<file path="src/rtl/controle_pkg.sv">
// rtl/controle_pkg.sv - shared types and encodings for the multicycle control unit
package controle_pkg;

    typedef enum logic [3:0] {
        FETCH     = 4'd0,
        DECODE    = 4'd1,
        EX_R      = 4'd2,
        EX_I      = 4'd3,
        EX_LOAD   = 4'd4,
        MEM_WAIT  = 4'd5,
        EX_STORE  = 4'd6,
        EX_BRANCH = 4'd7,
        EX_JAL    = 4'd8,
        EX_JALR   = 4'd9,
        EX_LUI    = 4'd10,
        EX_AUIPC  = 4'd11,
        WB        = 4'd12,
        NOP_PC    = 4'd13,
        TRAP      = 4'd14
    } state_t;

    localparam logic [6:0] OP_R      = 7'b0110011;
    localparam logic [6:0] OP_I      = 7'b0010011;
    localparam logic [6:0] OP_LOAD   = 7'b0000011;
    localparam logic [6:0] OP_STORE  = 7'b0100011;
    localparam logic [6:0] OP_BRANCH = 7'b1100011;
    localparam logic [6:0] OP_JAL    = 7'b1101111;
    localparam logic [6:0] OP_JALR   = 7'b1100111;
    localparam logic [6:0] OP_LUI    = 7'b0110111;
    localparam logic [6:0] OP_AUIPC  = 7'b0010111;

    localparam logic [2:0] IMM_I = 3'b000;
    localparam logic [2:0] IMM_S = 3'b001;
    localparam logic [2:0] IMM_B = 3'b010;
    localparam logic [2:0] IMM_J = 3'b011;
    localparam logic [2:0] IMM_U = 3'b100;

    localparam logic [1:0] RF_ALU = 2'b00;
    localparam logic [1:0] RF_DM  = 2'b01;
    localparam logic [1:0] RF_PC4 = 2'b10;

    localparam logic [1:0] ALU_ADD   = 2'b00;
    localparam logic [1:0] ALU_SUB   = 2'b01;
    localparam logic [1:0] ALU_FUNCT = 2'b10;
    localparam logic [1:0] ALU_PASSB = 2'b11;

endpackage

</file>
<file path="src/rtl/branch_cond.sv">
// rtl/branch_cond.sv - branch taken/illegal decode from funct3 and ALU compare flags
module branch_cond (
    input  logic [2:0] funct3,
    input  logic       flag_zero,
    input  logic       flag_lt,
    input  logic       flag_ltu,
    output logic       taken,
    output logic       illegal
);

    always_comb begin
        taken   = 1'b0;
        illegal = 1'b0;
        case (funct3)
            3'b000:  taken = flag_zero;
            3'b001:  taken = ~flag_zero;
            3'b100:  taken = flag_lt;
            3'b101:  taken = ~flag_lt;
            3'b110:  taken = flag_ltu;
            3'b111:  taken = ~flag_ltu;
            default: illegal = 1'b1;
        endcase
    end

endmodule

</file>
<file path="src/rtl/unidade_controle_mc.sv">
// rtl/unidade_controle_mc.sv - multicycle RV32I-subset control FSM with memory handshakes and counters
module unidade_controle_mc
    import controle_pkg::*;
#(
    parameter int MEM_HANDSHAKE   = 1,
    parameter int TRAP_ON_ILLEGAL = 1,
    parameter int CNT_W           = 32
) (
    input  logic             clk,
    input  logic             rst,
    input  logic [6:0]       opcode,
    input  logic [2:0]       funct3,
    input  logic             flag_zero,
    input  logic             flag_lt,
    input  logic             flag_ltu,
    input  logic             im_ready,
    input  logic             dm_ready,
    output logic             re_IM,
    output logic             load_IR,
    output logic             load_PC,
    output logic             we_RF,
    output logic             re_DM,
    output logic             we_DM,
    output logic             sel_ALU_A,
    output logic             sel_ALU_B,
    output logic [1:0]       alu_op,
    output logic             sel_PC_A,
    output logic             sel_PC_B,
    output logic [2:0]       sel_imme,
    output logic [1:0]       sel_RF_in,
    output logic             illegal,
    output logic [3:0]       state_o,
    output logic [CNT_W-1:0] cycle_count,
    output logic [CNT_W-1:0] instret_count
);

    state_t state, state_n;
    logic   wb_mem, wb_mem_n;
    logic   illegal_r;
    logic   br_taken, br_illegal;
    logic   im_ok, dm_ok;

    assign im_ok   = im_ready | (MEM_HANDSHAKE == 0);
    assign dm_ok   = dm_ready | (MEM_HANDSHAKE == 0);
    assign state_o = state;
    assign illegal = illegal_r;

    branch_cond u_branch_cond (
        .funct3    (funct3),
        .flag_zero (flag_zero),
        .flag_lt   (flag_lt),
        .flag_ltu  (flag_ltu),
        .taken     (br_taken),
        .illegal   (br_illegal)
    );

    always_comb begin
        state_n   = state;
        wb_mem_n  = wb_mem;
        re_IM     = 1'b0;
        load_IR   = 1'b0;
        load_PC   = 1'b0;
        we_RF     = 1'b0;
        re_DM     = 1'b0;
        we_DM     = 1'b0;
        sel_ALU_A = 1'b0;
        sel_ALU_B = 1'b0;
        alu_op    = ALU_ADD;
        sel_PC_A  = 1'b0;
        sel_PC_B  = 1'b0;
        sel_imme  = IMM_I;
        sel_RF_in = RF_ALU;
        case (state)
            FETCH: begin
                re_IM = 1'b1;
                if (im_ok) begin
                    load_IR = 1'b1;
                    state_n = DECODE;
                end
            end
            DECODE: begin
                case (opcode)
                    OP_R:      state_n = EX_R;
                    OP_I:      state_n = EX_I;
                    OP_LOAD:   state_n = EX_LOAD;
                    OP_STORE:  state_n = EX_STORE;
                    OP_BRANCH: state_n = EX_BRANCH;
                    OP_JAL:    state_n = EX_JAL;
                    OP_JALR:   state_n = EX_JALR;
                    OP_LUI:    state_n = EX_LUI;
                    OP_AUIPC:  state_n = EX_AUIPC;
                    default:   state_n = (TRAP_ON_ILLEGAL != 0) ? TRAP : NOP_PC;
                endcase
            end
            EX_R: begin
                alu_op   = ALU_FUNCT;
                wb_mem_n = 1'b0;
                state_n  = WB;
            end
            EX_I: begin
                sel_ALU_B = 1'b1;
                alu_op    = ALU_FUNCT;
                wb_mem_n  = 1'b0;
                state_n   = WB;
            end
            EX_LUI: begin
                sel_ALU_B = 1'b1;
                alu_op    = ALU_PASSB;
                sel_imme  = IMM_U;
                wb_mem_n  = 1'b0;
                state_n   = WB;
            end
            EX_AUIPC: begin
                sel_ALU_A = 1'b1;
                sel_ALU_B = 1'b1;
                sel_imme  = IMM_U;
                wb_mem_n  = 1'b0;
                state_n   = WB;
            end
            EX_LOAD, MEM_WAIT: begin
                // address stays driven until the data memory completes the read
                sel_ALU_B = 1'b1;
                re_DM     = 1'b1;
                if (state == EX_LOAD) begin
                    state_n = MEM_WAIT;
                end else if (dm_ok) begin
                    wb_mem_n = 1'b1;
                    state_n  = WB;
                end
            end
            WB: begin
                we_RF     = 1'b1;
                sel_RF_in = wb_mem ? RF_DM : RF_ALU;
                load_PC   = 1'b1;
                state_n   = FETCH;
            end
            EX_STORE: begin
                sel_ALU_B = 1'b1;
                sel_imme  = IMM_S;
                we_DM     = 1'b1;
                if (dm_ok) begin
                    load_PC = 1'b1;
                    state_n = FETCH;
                end
            end
            EX_BRANCH: begin
                alu_op   = ALU_SUB;
                sel_imme = IMM_B;
                if (br_illegal && (TRAP_ON_ILLEGAL != 0)) begin
                    state_n = TRAP;
                end else begin
                    load_PC  = 1'b1;
                    sel_PC_B = br_taken & ~br_illegal;
                    state_n  = FETCH;
                end
            end
            EX_JAL: begin
                sel_imme  = IMM_J;
                we_RF     = 1'b1;
                sel_RF_in = RF_PC4;
                load_PC   = 1'b1;
                sel_PC_B  = 1'b1;
                state_n   = FETCH;
            end
            EX_JALR: begin
                sel_imme  = IMM_I;
                we_RF     = 1'b1;
                sel_RF_in = RF_PC4;
                load_PC   = 1'b1;
                sel_PC_A  = 1'b1;
                sel_PC_B  = 1'b1;
                state_n   = FETCH;
            end
            NOP_PC: begin
                load_PC = 1'b1;
                state_n = FETCH;
            end
            TRAP: state_n = TRAP;
            default: state_n = TRAP;
        endcase
        // an access in flight is abandoned the moment reset rises
        if (rst) begin
            re_IM   = 1'b0;
            load_IR = 1'b0;
            load_PC = 1'b0;
            we_RF   = 1'b0;
            re_DM   = 1'b0;
            we_DM   = 1'b0;
        end
    end

    always_ff @(posedge clk or posedge rst) begin
        if (rst) begin
            state         <= FETCH;
            wb_mem        <= 1'b0;
            illegal_r     <= 1'b0;
            cycle_count   <= '0;
            instret_count <= '0;
        end else begin
            state  <= state_n;
            wb_mem <= wb_mem_n;
            if (state_n == TRAP) begin
                illegal_r <= 1'b1;
            end
            if (state != TRAP) begin
                cycle_count <= cycle_count + CNT_W'(1);
            end
            if (load_PC) begin
                instret_count <= instret_count + CNT_W'(1);
            end
        end
    end

endmodule

</file>
<file path="config.mk">
export PLATFORM = sky130hd
export DESIGN_NAME = unidade_controle_mc
export DESIGN_NICKNAME = d
export VERILOG_FILES = /design/src/rtl/controle_pkg.sv /design/src/rtl/branch_cond.sv /design/src/rtl/unidade_controle_mc.sv
export SDC_FILE = /design/constraint.sdc
export NUM_CORES = 1
export LEC_CHECK = 0
export CORE_ASPECT_RATIO = 1.5
export CORE_MARGIN = 5
export CORE_UTILIZATION = 40
export CTS_CLUSTER_DIAMETER = 80
export DETAILED_ROUTE_END_ITERATION = 6
export DONT_BUFFER_PORTS = 1
export SETUP_SLACK_MARGIN = 0.2
export SYNTH_ARGS = -nofsm -noshare
export SYNTH_HDL_FRONTEND = slang
export SYNTH_SLANG_ARGS = --single-unit
export TNS_END_PERCENT = 100
</file>
<file path="constraint.sdc">
create_clock -name clk -period 3.5 [get_ports clk]
set_input_delay 0.525 -clock clk [delete_from_list [all_inputs] [get_ports clk]]
set_output_delay 0.525 -clock clk [all_outputs]
set_load 0.02 [all_outputs]
</file>
-- Yosys cells after proc, flatten, opt, wreduce, memory -nomap -nowiden
Index checks and enable logic that the tools add are counted.
- input bits: 17
- output and inout port bits: 86
- register bits: 70
- memories: 0
- ROM bits: 0
- bits in latches: 0
- memory bits (writable): 0
- $add $sub $neg: 2
- shift-type cells: 0
- reduce and logical (&&, ||, !) cells: 13
- bitwise gates (word level): 4
- $mul: 0
- $lt $le $gt $ge: 0
- multiplexer cells: 35
- equal/unequal tests: 31
- div/mod/pow operators: 0
- operators with widths (operator ; number):
    adder 32 x 1 -> 32 bit, second input constant ; 2
    one-hot mux 4 bit (9 select lines) ; 1
    == test 4 bit, second input constant ; 7
    one-hot mux 4 bit (7 select lines) ; 1
    == test 7 x 6 -> 1 bit, second input constant ; 3
    == test 7 bit, second input constant ; 3
    2-to-1 mux 1 bit ; 21
    2-to-1 mux 4 bit ; 5
    == test 4 x 3 -> 1 bit, second input constant ; 4
    == test 7 x 5 -> 1 bit, second input constant ; 2
    == test 3 bit, second input constant ; 4
    one-hot mux 3 bit (4 select lines) ; 1
    OR reduction 6 bit ; 2
    == test 4 x 2 -> 1 bit, second input constant ; 2
    OR reduction 2 bit ; 4
    OR reduction 4 bit ; 2
    == test 7 x 2 -> 1 bit, second input constant ; 1
    one-hot mux 1 bit (6 select lines) ; 1
    one-hot mux 2 bit (3 select lines) ; 1
    == test 4 x 1 -> 1 bit, second input constant ; 1
    zero test 4 bit ; 1
    inequality test 2 bit, second input constant ; 2
    inequality test 4 bit, second input constant ; 1
    one-hot mux 1 bit (2 select lines) ; 2
    other kinds (9) ; 11

-- Logic depth before layout (Yosys ltp)
Gate-level depths: netlist (run 1).
- word-level depth: 5
- mapped depth: 6

-- Modules after synthesis
From an unflattened synthesis (run 1), not the netlist that was laid out.
- cell total of the unflattened synthesis: 350
- area, all modules: 3548.4 µm²
- by module, submodules not included (module ; area an instance (µm²) ; times used ; seq. area each (µm²) ; cells an instance):
    unidade_controle_mc ; 3502.1 ; 1 ; 1751.7 ; 344
    branch_cond ; 46.3 ; 1 ; 0.0 ; 6

-- Worst setup path after synthesis (run 1)
OpenSTA, ideal clock, no wires.
- path kind: register to output
- start point: reg state[3] (netlist: state_o[3])
- end point: out sel_imme[1]
- arrival time: 1650 ps
- data required time: 2975 ps
- cell stages (with the launch flop): 5
- path slack: 1325 ps
- path through: dfrtp_1 > clkbuf_1 > nand2_1 > or2_2 > o21ai_0
- word-level cells in the longest chain between the ends: 3
- elaborated cells on any way between the ends: 7
- ends and longest elaborated chain (item ; RTL line ; source):
    start, declared ; unidade_controle_mc.sv:37 ; state_t state, state_n;
    start signal, assigned ; unidade_controle_mc.sv:200 ; state <= state_n;
    == test 4 bit ; unidade_controle_mc.sv:73 ; case (state)
    OR reduction 2 bit (no source line) ; -- ;
    one-hot mux 3 bit (4 select lines) * ; unidade_controle_mc.sv:73 ;
    end, declared ; unidade_controle_mc.sv:29 ; output logic [2:0] sel_imme,
Mark *: on every way between the ends. The rest lies on a longest branch, timed or not.

-- Final worst setup path (run 1)
- start point: reg state[1] (netlist: state_o[1])
- end point: out load_PC
- word-level cells in the longest chain between the ends: 4
- elaborated cells on any way between the ends: 9
- ends and longest elaborated chain (item ; RTL line ; source):
    == test 4 bit ; unidade_controle_mc.sv:73 ;
    OR reduction 4 bit (no source line) ; -- ;
    one-hot mux 1 bit (3 select lines) * ; unidade_controle_mc.sv:73 ;
    2-to-1 mux 1 bit * ; unidade_controle_mc.sv:182 ; if (rst) begin
    end, declared ; unidade_controle_mc.sv:20 ; output logic load_PC,
Marks and branches as above.

==> impl_results.md, run 1 <==
- Status: finished clean
- First drt pass iteration count: 4
- HP Class: in2async
- CTS sink cnt: 70
- FMAX: 372 MHz
- Most used routing layer in global routing: met2
- Flop and latch count out of synthesis: 70
- Psw: 0.000929 W
- First-pass GRT wire length: 12400 um
- RSZ-0062 raised after global routing: false
- Seq/Total Area, Yosys: 50.8%
- Worst vdd ir: 0.391 mV
- GR Util All Layers: 14.9%
- Synth Cell Area: 3450 um^2
- CP required: 2970 ps
- Cell Pwr Density: 658 nW/um^2
- Comb pwr share: 18.4%
- Area share of the largest cell type after synthesis: 50.8%
- Post-CTS Setup Inserts: 0
- Layout cell share with drive strength beyond 1: 10.7%
- Syn Inst Count: 325
- Grt met3 use: 5.69%
- Core area: 8410 um^2
- Initial core utilization: 41.0%
- Worst-skew pair later-pin latency: 330 ps
- MaxCap Viol Count: 0
- Initial antenna violation count: 0
- CP peak stage delay: 780 ps
- Post-Syn Nets: 344
- Slowest cell on the critical path: dfrtp_1
- Post-synth EDFFs: 0
- CTS Hold Bufs: 0
- Clock Tree Buf Depth: 2
- GR Util met1: 18.1%
- Post-Layout Cell Count: 443
- Post-Route WL: 7590 um
- Met2 usage: 23.7%
- Design area: 3850 um^2
- Die width: 85.8 um
- Die Ht: 124 um
- CP endpoint kind: output pin
- Root buffer cell: clkbuf_16
- Synth cell count leaders: dfrtp_1 (70), xnor2_1 (55), nand2_1 (37)
- Total CTS buffers: 9
- # fillers: 839
- CP Launch Type: flop
- Vias in the first global route: 2461
- Switch share: 36.7%
- CTS resizes: 0
- Top Family by Delay on Critical Path: flip-flops
- Int Pwr: 0.00160 W
- Drt initial violations: 65
- Worst-Margin Slew: 979 ps
- H-Tree Level Count: 3
- Vias/cell: 5.57
- Wire per inst: 17.1 um
- Setup_tns: 0 ps
- Clk pin slew, worst setup/hold paths: 50 ps
- Crit path kind: reg2out
- Critical path, cell by cell: nand4b_1, o221a_2, nor2_2
- Gp weighted congestion: 0.833
- Most frequent cell after synthesis: dfrtp_1
- Largest net degree at the start of global routing: 47
- Number of primary I/O pins: 103
- Post-synth top area cell: dfrtp_1
- Number of diodes: 0
- Crit Path Max Fanout: 19
- Post-DP HPWL: 5620 um
- Clock skew: 8.02 ps
- Post-synthesis async set-or-reset flop share: 100%
- Final Max Slew Viols: 0
- Core Util, Final: 45.7%
- Antenna Violating Nets Remaining: 0
- Part of the cycle the worst path needs: 76.9%
- DRC: 0
- Area grow syn2layout: 11.5%
- Placed cell count: 427
- I/O Buffers: 0
- Cell variety after synth: 47
- Count of final setup violators: 0
- Dominant synthesized flop cell: dfrtp_1
- Minimum clock period: 2690 ps
- Nets: 350
- Buf/Inv on CP: 0
- Fin. Hold Viols: 0
- Vias: 2469
- P_leak: 1.61 nW
- Cell area after placement: 3570 um^2
- Die Area: 10600 um^2
- CTS tree: built
- Worst slew margin: 34.7%
- Grt total ovfl: 0
- Clock power frac: 33.2%
- Top post-synthesis cells by area: dfrtp_1 (51%), xnor2_1 (14%), nand4_1 (4.2%)
- Synth warn: 0
- Crit path DAT: 2170 ps
- Rows: 41
- Post-synthesis average cell area: 10.6 um^2
- Sequential group share of total power: 48.4%
layer usage:
| layer | wire length (um) | part of all wire (%) | vias up |
|---|---|---|---|
| met2 | 3700 | 49 | 79 |
| met3 | 566 | 7.5 | 9 |
| li1 | - | - | 1160 |
| met1 | 3180 | 42 | 1221 |
| met5 | 0 | 0 | - |
| met4 | 135 | 1.8 | 0 |
kinds of logic (layout without fill, tap and decap cells):
kind of cell | Yosys count | count (layout) | share of synthesized area, %
DFF | 70 | 70 | 50.8
muxes | 3 | 3 | 0.943
buffers and inverters | 12 | 23 | 1.49
and+or+nand+nor | 152 | 152 | 25.6
adders and majority gates | 2 | 2 | 0.725
AOI/OAI and AO/OA | 22 | 22 | 4.21
xor gates and xnor gates | 64 | 64 | 16.2
final cells by class:
type / count / area [um^2] / area share, %
flip-flops and latches: 70 / 1750 / 45.5
clock buffers: 13 / 260 / 6.77
multi-input cells: 243 / 1650 / 42.8
well taps: 107 / 134 / 3.48
clock inverters: 3 / 18.8 / 0.488
inverters: 5 / 18.8 / 0.488
repair buffers: 2 / 15.0 / 0.390
registers in the layout, indices dropped and copies added, names as in the netlist:
name / cells
cycle_count: 32
instret_count: 32
state_o: 4
illegal: 1
wb_mem: 1
stage by stage:
stage	power [W]	setup slack [ps]	hold WS, ps
after floorplan	0.00158	1020	438
after global routing	0.00268	667	388
final	0.00253	810	308
after CTS	0.00256	816	336
after global placement	0.00170	1050	460
after detailed placement	0.00171	974	476
placed cells by master (no fill, tap or decap), drive strengths merged, types with 2 or more instances in the layout:
master / count
a21oi: 2
and2: 7
and3: 8
and4: 7
buf: 2
clkbuf: 13
clkinv: 3
dfrtp: 70
ha: 2
inv: 5
mux2: 2
nand2: 37
nand2b: 4
nand3: 23
nand3b: 2
nand4: 23
nand4b: 2
nor2: 18
nor3: 6
nor4: 5
o211ai: 2
o21ai: 8
o22ai: 3
or2: 2
or4b: 2
xnor2: 55
xor2: 9
final timing paths:
kind                                      start                       endpoint  slack (ps)  cells past startpoint
setup / recovery           state_o[1]$_DFF_PP0_                        load_PC         810                      3
hold / removal                              rst   instret_count[5]$_DFFE_PP0P_         310                      1
setup reg to reg           state_o[1]$_DFF_PP0_  instret_count[18]$_DFFE_PP0P_         960                      5
hold reg to reg              wb_mem$_DFFE_PP0P_             wb_mem$_DFFE_PP0P_         490                      2
max in group asynchronous                   rst    cycle_count[14]$_DFFE_PP0P_        2420                      2
min in group clk                            rst  instret_count[22]$_DFFE_PP0P_         450                      3
power groups by stage:
stage               registers [W]  logic (W)  clock network (W)
global placement          0.00124   0.000462                  0
finish                    0.00123   0.000465           0.000840
detailed placement        0.00124   0.000471                  0
CTS                       0.00123   0.000472           0.000864
floorplan                 0.00114   0.000436                  0
global route              0.00125   0.000519           0.000902
Power figures use the tool's default switching activity.
==> run 2: changes to the inputs <==
Clock period 3.5 ns to 2.38 ns, I/O delays scaled along.
==> run 2 against run 1 <==
Compared with the run above: combinational power is 130% higher; setup slack got worse by 580 ps; non-clock buffer count increased by 27; final area rose by 7.7%; core utilization is 3.5 points higher; critical path depth rose by 1; count of clock-buffer cells in the layout down 3; die area stayed put; flip-flop and latch count did not move; critical path type unchanged; largest cell class unchanged.
==> impl_results.md, run 2 (synthesis results as in run 1) <==
- Vias/cell: 5.47
- MaxCap Viol Count: 0
- Grt total ovfl: 0
- Count of final setup violators: 0
- Part of the cycle the worst path needs: 90.4%
- Crit path DAT: 1790 ps
- Most common cell after layout, fill and taps aside: dfrtp_1
- Post-DP HPWL: 5880 um
- Worst slew margin: 68.0%
- Initial core utilization: 41.0%
- H-Tree Level Count: 3
- Post-Route WL: 7900 um
- CTS sink cnt: 70
- Vias in the first global route: 2600
- First-pass GRT wire length: 13200 um
- FMAX: 465 MHz
- Root buffer cell: clkbuf_16
- Core Util, Final: 49.2%
- Worst vdd ir: 0.514 mV
- Gp weighted congestion: 0.821
- Slowest cell on the critical path: dfrtp_2
- Largest net degree at the start of global routing: 46
- First drt pass iteration count: 4
- Clock skew: 5.25 ps
- P_leak: 1.77 nW
- Dpl ws: 289 ps
- Crit path kind: reg2out
- DRC: 0
- Crit Path Max Fanout: 13
- Minimum clock period: 2150 ps
- Number of diodes: 0
- Core area: 8410 um^2
- Final setup margin: 228 ps
- Layout cell share with drive strength beyond 1: 19.6%
- Final Max Slew Viols: 0
- Wire per inst: 16.8 um
- CTS tree: built
- Fin. Hold Viols: 0
- I/O Buffers: 0
- RSZ-0062 raised after global routing: true
- Rows: 41
- GR Util All Layers: 15.7%
- Drt initial violations: 83
- Clk pin slew, worst setup/hold paths: 60 ps
- Most frequent cells in the layout: dfrtp_1 (65), xnor2_1 (55), nand2_1 (37)
- Reg2reg setup slack: 290 ps
- Worst-Margin Slew: 482 ps
- Die Ht: 124 um
- Nets: 377
- HP Class: in2reg
- Die width: 85.8 um
- Number of primary I/O pins: 103
- Status: finished clean
- CP required: 2020 ps
- CP endpoint kind: output pin
- Worst-skew pair later-pin latency: 330 ps
- Antenna Violating Nets Remaining: 0
- Initial antenna violation count: 0
- CP Launch Type: flop
- Area grow syn2layout: 20.1%
- Setup_tns: 0 ps
- Cell Pwr Density: 1000 nW/um^2
- Clock Tree Buf Depth: 2
- Total CTS buffers: 9
- Critical path, cell by cell: nand4b_1, o221a_2, nor2_4, buf_4
- Vias: 2570
- Die Area: 10600 um^2
- CP peak stage delay: 470 ps
==> run 2: critical path: cells and delay by family, from the launching register on <==
kind / cells / cell delay (ps)
flip-flops: 1 / 470
AO/OA/AOI/OAI: 1 / 350
buffers and inverters: 1 / 180
AND/OR/NAND/NOR: 2 / 450
==> run 2: layout make-up <==
class | count | area [um^2]
Sequential cell | 70 | 1760
Fill cell | 795 | 4270
Tap cell | 107 | 134
Timing Repair Buffer | 29 | 248
Inverter | 5 | 22.5
Clock inverter | 6 | 83.8
Multi-Input combinational cell | 243 | 1660
Clock buffer | 10 | 239
==> run 2: routing by layer <==
layer / GRT usage, % / part of all wire, %
met1: 18.2 / 40
met2: 25.5 / 49
met3: 5.89 / 7.5
met4: 7.43 / 2.9
met5: 0 / 0
==> run 2: what timing repair did <==
item	in CTS	in global routing
hold buffers	3	0
gates resized for setup	4	5
cloned	0	0
buffers inserted	0	2
setup endpoints to repair	3	13
hold endpoints to repair	25	0
==> run 2: path summary, 6_finish.rpt <==
kind | startpoint | end | depth (start not counted)
max | state_o[3]$_DFF_PP0_ | load_PC | 4
min | rst | instret_count[2]$_DFFE_PP0P_ | 3
max reg2reg | instret_count[4]$_DFFE_PP0P_ | instret_count[21]$_DFFE_PP0P_ | 5
min reg2reg | wb_mem$_DFFE_PP0P_ | wb_mem$_DFFE_PP0P_ | 2
max in group asynchronous | rst | cycle_count[31]$_DFFE_PP0P_ | 3
min in group asynchronous | rst | instret_count[2]$_DFFE_PP0P_ | 3
==> run 2: where the power goes <==
| part | total, W | internal (W) | switching (W) |
|---|---|---|---|
| logic | 0.00107 | 0.000433 | 0.000637 |
| registers | 0.00164 | 0.00134 | 0.000298 |
| clock network | 0.00144 | 0.000943 | 0.000502 |
==> run 2: stage by stage <==
stage	std cells	hold WS, ps	cell area [um^2]	total power [W]
finish	470	247	4140	0.00415
global route	470	251	4140	0.00440
CTS	468	233	4120	0.00420
detailed placement	449	337	3750	0.00271
global placement	449	336	3750	0.00269
floorplan	325	438	3450	0.00232
==> run 3: changes to the inputs <==
--- a/config.mk
+++ b/config.mk
@@ -7,2 +7,3 @@
 export LEC_CHECK = 0
+export ABC_AREA = 1
 export CORE_ASPECT_RATIO = 1.5
--- a/constraint.sdc
+++ b/constraint.sdc
@@ -3,2 +3,2 @@
 set_output_delay 0.357 -clock clk [all_outputs]
-set_load 0.02 [all_outputs]
+set_load 0.05 [all_outputs]
==> run 3 against run 2 <==
Compared with the run above: clock power decreased by 8%; highest routed layer unchanged; setup slack gained 120 ps; largest power group is now clock; synthesized cell count increased by 96%; sequential power down 25%.
==> impl_results.md, run 3 <==
- Vias in the first global route: 4418
- CTS sink cnt: 70
- Vias: 4380
- Total CTS buffers: 9
- Initial antenna violation count: 0
- Worst slew margin: 38.7%
- First-pass GRT wire length: 20800 um
- Post-synth EDFFs: 0
- Core area: 10600 um^2
- Post-synthesis async set-or-reset flop share: 100%
- First drt pass iteration count: 5
- I/O Buffers: 0
- Number of diodes: 0
- Area share of the largest cell type after synthesis: 39.9%
- Part of the cycle the worst path needs: 85.3%
- CP Launch Type: flop
- Sequential group share of total power: 45.5%
- MaxCap Viol Count: 0
- Crit path DAT: 1670 ps
- Post-synthesis average cell area: 6.89 um^2
- Flop and latch count out of synthesis: 70
- Status: finished clean
- Crit Path Max Fanout: 7
- Synth Cell Area: 4390 um^2
- Grt total ovfl: 0
- Initial core utilization: 41.2%
- Count of final setup violators: 0
- Clock power frac: 48.8%
- H-Tree Level Count: 3
- Largest net degree at the start of global routing: 71
- Setup_tns: 0 ps
- Rows: 46
- Nets: 743
- Die Area: 13200 um^2
- Fin. Hold Viols: 0
- Clock skew: 4.48 ps
- Layout cell share with drive strength beyond 1: 18.8%
- Most common cell after layout, fill and taps aside: nand2_1
- CTS tree: built
- Top post-synthesis cells by area: dfrtp_1 (40%), nand2_1 (19%), nor2_1 (8.0%)
- Core Util, Final: 51.6%
- Die Ht: 138 um
- Most frequent cell after synthesis: nand2_1
- Worst-skew pair later-pin latency: 330 ps
- Cell variety after synth: 29
- Reg2reg setup slack: 550 ps
- CP required: 2020 ps
- Cell Pwr Density: 491 nW/um^2
- Antenna Violating Nets Remaining: 0
- Post-Route WL: 13000 um
- Psw: 0.000628 W
- Int Pwr: 0.00207 W
- RSZ-0062 raised after global routing: false
- DRC: 0
- Dominant synthesized flop cell: dfrtp_1
- Seq/Total Area, Yosys: 39.9%
- Syn Inst Count: 637
- Comb pwr share: 5.7%
- FMAX: 493 MHz
- Post-synth top area cell: dfrtp_1
- Worst-Margin Slew: 920 ps
- Synth cell count leaders: nand2_1 (226), nor2_1 (94), inv_1 (71)
- Gp weighted congestion: 0.912
- Die width: 95.5 um
- Clk pin slew, worst setup/hold paths: 50 ps
- P_leak: 2.66 nW
- Post-DP HPWL: 10500 um
- Final Max Slew Viols: 0
- GR Util All Layers: 20.2%
- HP Class: in2reg
- Hold_ws: 222 ps
- Area grow syn2layout: 25.3%
- Worst vdd ir: 0.339 mV
- Synth warn: 0
- Number of primary I/O pins: 103
- Wire per inst: 15.0 um
- Post-Syn Nets: 656
- CP endpoint kind: output pin
- # fillers: 1065
- Switch share: 23.3%
- Drt initial violations: 150
- Final setup margin: 351 ps
- Dpl ws: 511 ps
- CTS Hold Bufs: 0
- Crit path kind: reg2out
- Most frequent cells in the layout: nand2_1 (217), nor2_1 (92), buf_4 (80)
- Root buffer cell: clkbuf_16
- Vias/cell: 5.02
- Clock Tree Buf Depth: 2
- Minimum clock period: 2030 ps
-- run 3: what timing repair did --
action | 4_1_cts | 5_1_grt
resized for setup | 0 | 3
buffers inserted | 0 | 0
endpoints found under the setup margin | 0 | 2
-- run 3: final timing paths --
check | startpoint | to | depth (start not counted)
max in group asynchronous | rst | cycle_count[18]$_DFFE_PP0P_ | 2
max reg2reg | state_o[2]$_DFF_PP0_ | instret_count[23]$_DFFE_PP0P_ | 9
min in group asynchronous | rst | instret_count[1]$_DFFE_PP0P_ | 2
min reg2reg | instret_count[19]$_DFFE_PP0P_ | instret_count[19]$_DFFE_PP0P_ | 2
max | state_o[1]$_DFF_PP0_ | load_IR | 7
min | dm_ready | wb_mem$_DFFE_PP0P_ | 2
-- run 3: final cells by class --
class	instances	area [um^2]	share of cell area, %
clock buffers	10	239	4.35
clock inverters	5	50.0	0.911
flip-flops and latches	70	1750	31.9
multi-input cells	486	2350	42.8
inverters	74	282	5.12
well taps	144	180	3.28
repair buffers	83	643	11.7
-- run 3: metal layers --
metal,global-route usage [%],wire [um],vias up
met5,0,0,-
li1,-,-,2140
met3,6.03,826,47
met4,12.1,717,0
met1,18.5,4340,2064
met2,37.5,7160,129
-- run 3: logic make-up after synthesis --
kind of cell,Yosys count,synth area share [%]
flops,70,39.9
buf+inv,81,7.58
simple gates,411,39.3
xor+xnor,48,9.58
fa+ha+maj,2,0.570
compound gates,25,3.08
-- run 3: per-stage QoR --
step,instances,power [W],instance area [um^2]
after detailed placement,857,0.00141,5200
after global routing,872,0.00281,5500
after CTS,872,0.00274,5490
after floorplan,637,0.00136,4450
after global placement,857,0.00140,5200
final,872,0.00270,5500
-- run 3: power groups by stage --
stage                     Sequential (W)  Clock (W)  Combinational (W)
final                            0.00123    0.00132           0.000155
after global routing             0.00123    0.00141           0.000171
after CTS                        0.00123    0.00135           0.000158
after detailed placement         0.00125          0           0.000158
after global placement           0.00125          0           0.000156
after floorplan                  0.00130          0          0.0000583
-- run 3: critical path: stages (launching register included) --
cell and delay [ps]:
dfrtp_1 410, buf_6 190, inv_2 110, nand2_1 140, nor2_1 130, nand2_1 70, nor2_1 120, buf_6 170
